File: src/rtl/seq_pattern_gen.sv
// Serial MSB-first pattern transmitter with programmable repeat count and inter-repetition gap.
// Define SEQ_GEN_PARITY_EN to append an even-parity bit after every repetition.
//
// state  | meaning
// IDLE   | waiting for start, x_out parked at IDLE_BIT
// SEND   | shifting pattern (and parity) bits out, one per clock
// GAP    | idle cycles between repetitions, still busy
// DONE   | one-cycle done pulse, then back to IDLE
module seq_pattern_gen #(
  parameter int unsigned PAT_W    = 4,
  parameter int unsigned CNT_W    = 8,
  parameter int unsigned GAP_W    = 4,
  parameter logic        IDLE_BIT = 1'b1
) (
  input  logic             clk,
  input  logic             rst_n,
  input  logic             start,
  input  logic [PAT_W-1:0] pattern,
  input  logic [CNT_W-1:0] repeat_cnt,
  input  logic [GAP_W-1:0] gap,
  input  logic             abort,
  output logic             x_out,
  output logic             x_valid,
  output logic             busy,
  output logic             done
);

  typedef enum logic [1:0] {S_IDLE, S_SEND, S_GAP, S_DONE} state_t;

`ifdef SEQ_GEN_PARITY_EN
  localparam int unsigned REP_LEN = PAT_W + 1;
`else
  localparam int unsigned REP_LEN = PAT_W;
`endif
  localparam int unsigned       BIT_W    = $clog2(PAT_W + 2);
  localparam logic [BIT_W-1:0]  LAST_BIT = BIT_W'(REP_LEN);
  localparam logic [BIT_W-1:0]  BIT_ONE  = BIT_W'(1);
  localparam logic [CNT_W-1:0]  REP_ONE  = CNT_W'(1);
  localparam logic [GAP_W-1:0]  GAP_ONE  = GAP_W'(1);
`ifdef SEQ_GEN_PARITY_EN
  localparam logic [BIT_W-1:0]  PAR_IDX  = BIT_W'(PAT_W);
`endif

  state_t             state_q, state_d;
  logic [PAT_W-1:0]   shift_q, shift_d;
  logic [PAT_W-1:0]   shadow_q, shadow_d;
  logic [CNT_W-1:0]   rep_cnt_q, rep_cnt_d;
  logic [GAP_W-1:0]   gap_q, gap_d;
  logic [GAP_W-1:0]   gap_cnt_q, gap_cnt_d;
  logic [BIT_W-1:0]   bit_cnt_q, bit_cnt_d;
  logic               x_out_q, x_out_d;
  logic               x_valid_q, x_valid_d;
  logic               busy_q, busy_d;
  logic               done_q, done_d;
`ifdef SEQ_GEN_PARITY_EN
  logic               parity_q, parity_d;
`endif
  logic               send_bit;

  // bit_cnt_q counts bits already launched in this repetition
  always_comb begin
    send_bit = shift_q[PAT_W-1];
`ifdef SEQ_GEN_PARITY_EN
    if (bit_cnt_q == PAR_IDX) send_bit = parity_q;
`endif
  end

  always_comb begin
    state_d   = state_q;
    shift_d   = shift_q;
    shadow_d  = shadow_q;
    rep_cnt_d = rep_cnt_q;
    gap_d     = gap_q;
    gap_cnt_d = gap_cnt_q;
    bit_cnt_d = bit_cnt_q;
    x_out_d   = x_out_q;
    x_valid_d = x_valid_q;
    busy_d    = busy_q;
    done_d    = 1'b0;
`ifdef SEQ_GEN_PARITY_EN
    parity_d  = parity_q;
`endif
    case (state_q)
      S_IDLE: begin
        x_out_d   = IDLE_BIT;
        x_valid_d = 1'b0;
        busy_d    = 1'b0;
        if (start && !abort) begin
          state_d   = S_SEND;
          shadow_d  = pattern;
          shift_d   = {pattern[PAT_W-2:0], 1'b0};
          rep_cnt_d = (repeat_cnt == '0) ? REP_ONE : repeat_cnt;
          gap_d     = gap;
          bit_cnt_d = BIT_ONE;
          x_out_d   = pattern[PAT_W-1];
          x_valid_d = 1'b1;
          busy_d    = 1'b1;
`ifdef SEQ_GEN_PARITY_EN
          parity_d  = ^pattern;
`endif
        end
      end
      S_SEND: begin
        if (abort) begin
          state_d   = S_IDLE;
          x_out_d   = IDLE_BIT;
          x_valid_d = 1'b0;
          busy_d    = 1'b0;
        end else if (bit_cnt_q != LAST_BIT) begin
          x_out_d   = send_bit;
          shift_d   = {shift_q[PAT_W-2:0], 1'b0};
          bit_cnt_d = bit_cnt_q + BIT_ONE;
        end else begin
          rep_cnt_d = rep_cnt_q - REP_ONE;
          if (rep_cnt_q == REP_ONE) begin
            state_d   = S_DONE;
            x_out_d   = IDLE_BIT;
            x_valid_d = 1'b0;
            busy_d    = 1'b0;
            done_d    = 1'b1;
          end else if (gap_q != '0) begin
            state_d   = S_GAP;
            gap_cnt_d = gap_q;
            x_out_d   = IDLE_BIT;
            x_valid_d = 1'b0;
          end else begin
            shift_d   = {shadow_q[PAT_W-2:0], 1'b0};
            bit_cnt_d = BIT_ONE;
            x_out_d   = shadow_q[PAT_W-1];
          end
        end
      end
      S_GAP: begin
        if (abort) begin
          state_d   = S_IDLE;
          busy_d    = 1'b0;
        end else if (gap_cnt_q == GAP_ONE) begin
          state_d   = S_SEND;
          shift_d   = {shadow_q[PAT_W-2:0], 1'b0};
          bit_cnt_d = BIT_ONE;
          x_out_d   = shadow_q[PAT_W-1];
          x_valid_d = 1'b1;
        end else begin
          gap_cnt_d = gap_cnt_q - GAP_ONE;
        end
      end
      default: begin
        state_d   = S_IDLE;
        x_out_d   = IDLE_BIT;
        x_valid_d = 1'b0;
        busy_d    = 1'b0;
      end
    endcase
  end

  always_ff @(posedge clk or negedge rst_n) begin
    if (!rst_n) begin
      state_q   <= S_IDLE;
      shift_q   <= '0;
      shadow_q  <= '0;
      rep_cnt_q <= '0;
      gap_q     <= '0;
      gap_cnt_q <= '0;
      bit_cnt_q <= '0;
      x_out_q   <= IDLE_BIT;
      x_valid_q <= 1'b0;
      busy_q    <= 1'b0;
      done_q    <= 1'b0;
`ifdef SEQ_GEN_PARITY_EN
      parity_q  <= 1'b0;
`endif
    end else begin
      state_q   <= state_d;
      shift_q   <= shift_d;
      shadow_q  <= shadow_d;
      rep_cnt_q <= rep_cnt_d;
      gap_q     <= gap_d;
      gap_cnt_q <= gap_cnt_d;
      bit_cnt_q <= bit_cnt_d;
      x_out_q   <= x_out_d;
      x_valid_q <= x_valid_d;
      busy_q    <= busy_d;
      done_q    <= done_d;
`ifdef SEQ_GEN_PARITY_EN
      parity_q  <= parity_d;
`endif
    end
  end

  assign x_out   = x_out_q;
  assign x_valid = x_valid_q;
  assign busy    = busy_q;
  assign done    = done_q;

endmodule

File: config.mk
export PLATFORM = sky130hd
export DESIGN_NAME = seq_pattern_gen
export DESIGN_NICKNAME = d
export VERILOG_FILES = /design/src/rtl/seq_pattern_gen.sv
export SDC_FILE = /design/constraint.sdc
export NUM_CORES = 1
export LEC_CHECK = 0
export CAP_MARGIN = 20
export CORE_ASPECT_RATIO = 1.25
export CORE_MARGIN = 2
export CORE_UTILIZATION = 40
export CTS_CLUSTER_DIAMETER = 100
export CTS_CLUSTER_SIZE = 25
export DETAILED_ROUTE_END_ITERATION = 10
export SLEW_MARGIN = 20
export SYNTH_ARGS = -nofsm -noshare
export SYNTH_HDL_FRONTEND = slang
export SYNTH_SLANG_ARGS = --single-unit
File: constraint.sdc
create_clock -name clk -period 1.9 [get_ports clk]
set_input_delay 0.57 -clock clk [delete_from_list [all_inputs] [get_ports clk]]
set_output_delay 0.57 -clock clk [all_outputs]
set_load 0.02 [all_outputs]
==> out/results.ini <==
[run_status]
status=completed

[floorplan]
start_util=0.416
core_um2=4730
fp.dieH_um=82.4
io_pins=24
die_w_um=66.7
die_area_um2=5500
num_rows=28

[synth]
synth_most_common_cell=dfrtp_1
ys_async_sr_fraction=1.00
yosys-top-cells-count=dfrtp_1, nand2_1, nor2_1
avgSynthCellArea_um2=9.28
synth-seq-area-share=0.408
mappedNetlistNets=242
synthCells=212
synthTopCellsByArea=dfrtp_1, ha_1, nand2_1, a21oi_1, nor2_1
synth_seq_cells=32
synth_area_um2=1970
yosys_warnings=0
postSynth.topFlopCell=dfrtp_1
synth_top_area_frac=0.394
ys_types=50
yosysTopAreaCell=dfrtp_1
synth_edf_count=0

[global_routing]
overflow=0
track_usage=0.191
grt_pass1_wl_um=7980
grt_antenna_before_repair=0
grt_max_degree=33
first_global_vias=1758

[clocking]
clk_pin_slew_ns=0.07
cts_max_path_buffers=2
numCtsBuffers=5
cts_tree=built
cts_max_level=2
clockRootBuffer=clkbuf_8
clk_latency_ns=0.28
cts.sinks=32

[timing]
finalSetupTns_ns=0
maxSlewViolCount=0
finalHoldViolCount=0
maxSlewHeadroom=0.715
period_needed_ns=1.87
holdWs_ns=0.499
clock_skew_ns=0.00313
max_freq_mhz=534
worst_pin_slew_ns=0.427
finalSetupViolations=0
fin_crit_sh=0.985
rsz0062_at_grt=true

[worst_setup_path]
cp.required_ns=2.07
path_class=flip-flop to flip-flop
start_kind=flip-flop
crit_path_max_incr_delay_ns=0.39
crit_chain=inv_2 > ha_4 > nor4b_4 > a21boi_2 > o21a_1 > a221o_2 > mux2_4
slowest_stage=dfrtp_1
cp-end-kind=flip-flop
worst-path-buf-inv=1
path_max_fanout=2
cp_top_family=compound AO/OA/AOI/OAI gates
crit_arrival_ns=2.04

[finish]
drive_above_1_share=0.278
area_delta_synth_final_pct=38.4
antennaDiodeCount=0
nFillCells=446
fin_area_um2=2720
nNetsFinal=306
fin_util=0.576

[routing]
wl_met2_um=2260
wl_met3_um=141
wl_um=4680
highest_layer=met4
viasPerCell=5.17
wire_per_inst_um=13.9
drt_drc_violations_left=0
met1_length_um=2220
dr_total_vias=1743
ant_nets=0
dr.pass1.iters=4
drt-initial-drc-count=65

[power]
power_leakage_nw=1.22
power_mw=4.02
vdd_drop_max_mv=0.654
p_per_area_nw_per_um2=1480

[place]
hpwl_um=3490
portBuffers=23
gp_congestion=0.796
place_area_um2=2530

[run]
drv_cap=0

[min_path]
hold_class=flip-flop to flip-flop

[stage by stage]
stage               worst slack (ns)  instances
finish                        0.0283        337
global route                 -0.0444        337
CTS                          0.00689        336
detailed placement            -0.337        326
global placement              -0.293        326
floorplan                   -0.00279        212
[worst paths after layout]
kind                       cells after the start  slack (ns)            to    startpoint
min                                            1        0.50    shift_q[2]    shift_q[2]
max                                            7        0.03    state_q[0]  rep_cnt_q[1]
min reg2reg                                    1        0.50    shift_q[2]    shift_q[2]
max in group asynchronous                      2        0.87         x_out         rst_n
min in group asynchronous                      2        0.69  rep_cnt_q[6]         rst_n
max reg2reg                                    7        0.03    state_q[0]  rep_cnt_q[1]
[state kept, by name, summed over array words and instances, names as in the netlist]
signal     cells
bit_cnt_q      3
gap_cnt_q      4
gap_q          4
x_valid        1
done           1
shadow_q       4
shift_q        3
busy           1
rep_cnt_q      8
state_q        2
x_out          1
[routing by layer]
| metal | up-vias | GRT usage |
|---|---|---|
| met3 | 4 | 0.0366 |
| met4 | 0 | 0.0776 |
| met2 | 24 | 0.307 |
| li1 | 887 | - |
| met1 | 828 | 0.254 |
| met5 | - | 0 |
[layout by cell type, fill, tap and decap left out, types with 4 or more instances in the layout]
master | synthesis | routed
buf_4 | 0 | 39
dfrtp_1 | 31 | 30
nand2_1 | 28 | 26
clkdlybuf4s50_1 | 0 | 21
nor2_1 | 16 | 16
a21oi_1 | 13 | 13
inv_1 | 14 | 11
o21ai_0 | 9 | 8
ha_1 | 10 | 7
clkbuf_8 | 0 | 6
nand3_1 | 6 | 5
nand2b_1 | 5 | 5
nor2b_1 | 4 | 4
nor4_1 | 4 | 4
mux2i_1 | 4 | 4
a21o_1 | 4 | 4
a22oi_1 | 4 | 4
mux2_2 | 4 | 4
a211oi_1 | 4 | 4
[final cells by class]
cell class / instances / area [um^2] / area share
Multi-Input combinational cell: 157 / 1140 / 0.419
Clock buffer: 8 / 90.1 / 0.0331
Inverter: 15 / 56.3 / 0.0207
Timing Repair Buffer: 65 / 558 / 0.205
Tap cell: 60 / 75.1 / 0.0276
Sequential cell: 32 / 803 / 0.295
[logic make-up after synthesis]
logic type               count (synthesis)  share of synthesized area
adder cells (fa/ha/maj)                 10                     0.0636
AO/OA/AOI/OAI                           61                      0.229
buffers and inverters                   23                     0.0458
flip-flops                              32                      0.408
AND/OR/NAND/NOR                         77                      0.203
multiplexers                             9                     0.0509
[power breakdown]
group | leakage (nW) | total (mW) | switching [mW] | internal [mW]
sequential | 0.382 | 1.28 | 0.277 | 1.00
combinational | 0.788 | 2.20 | 1.04 | 1.16
clock | 0.0455 | 0.542 | 0.247 | 0.295
total | 1.22 | 4.02 | 1.57 | 2.45
[what timing repair did]
action	CTS	global route
gates resized for setup	7	16
pin swaps	3	8
endpoints found under the setup margin	9	13
hold buffers	0	0
buffers inserted	2	1
Power figures use the tool's default switching activity.
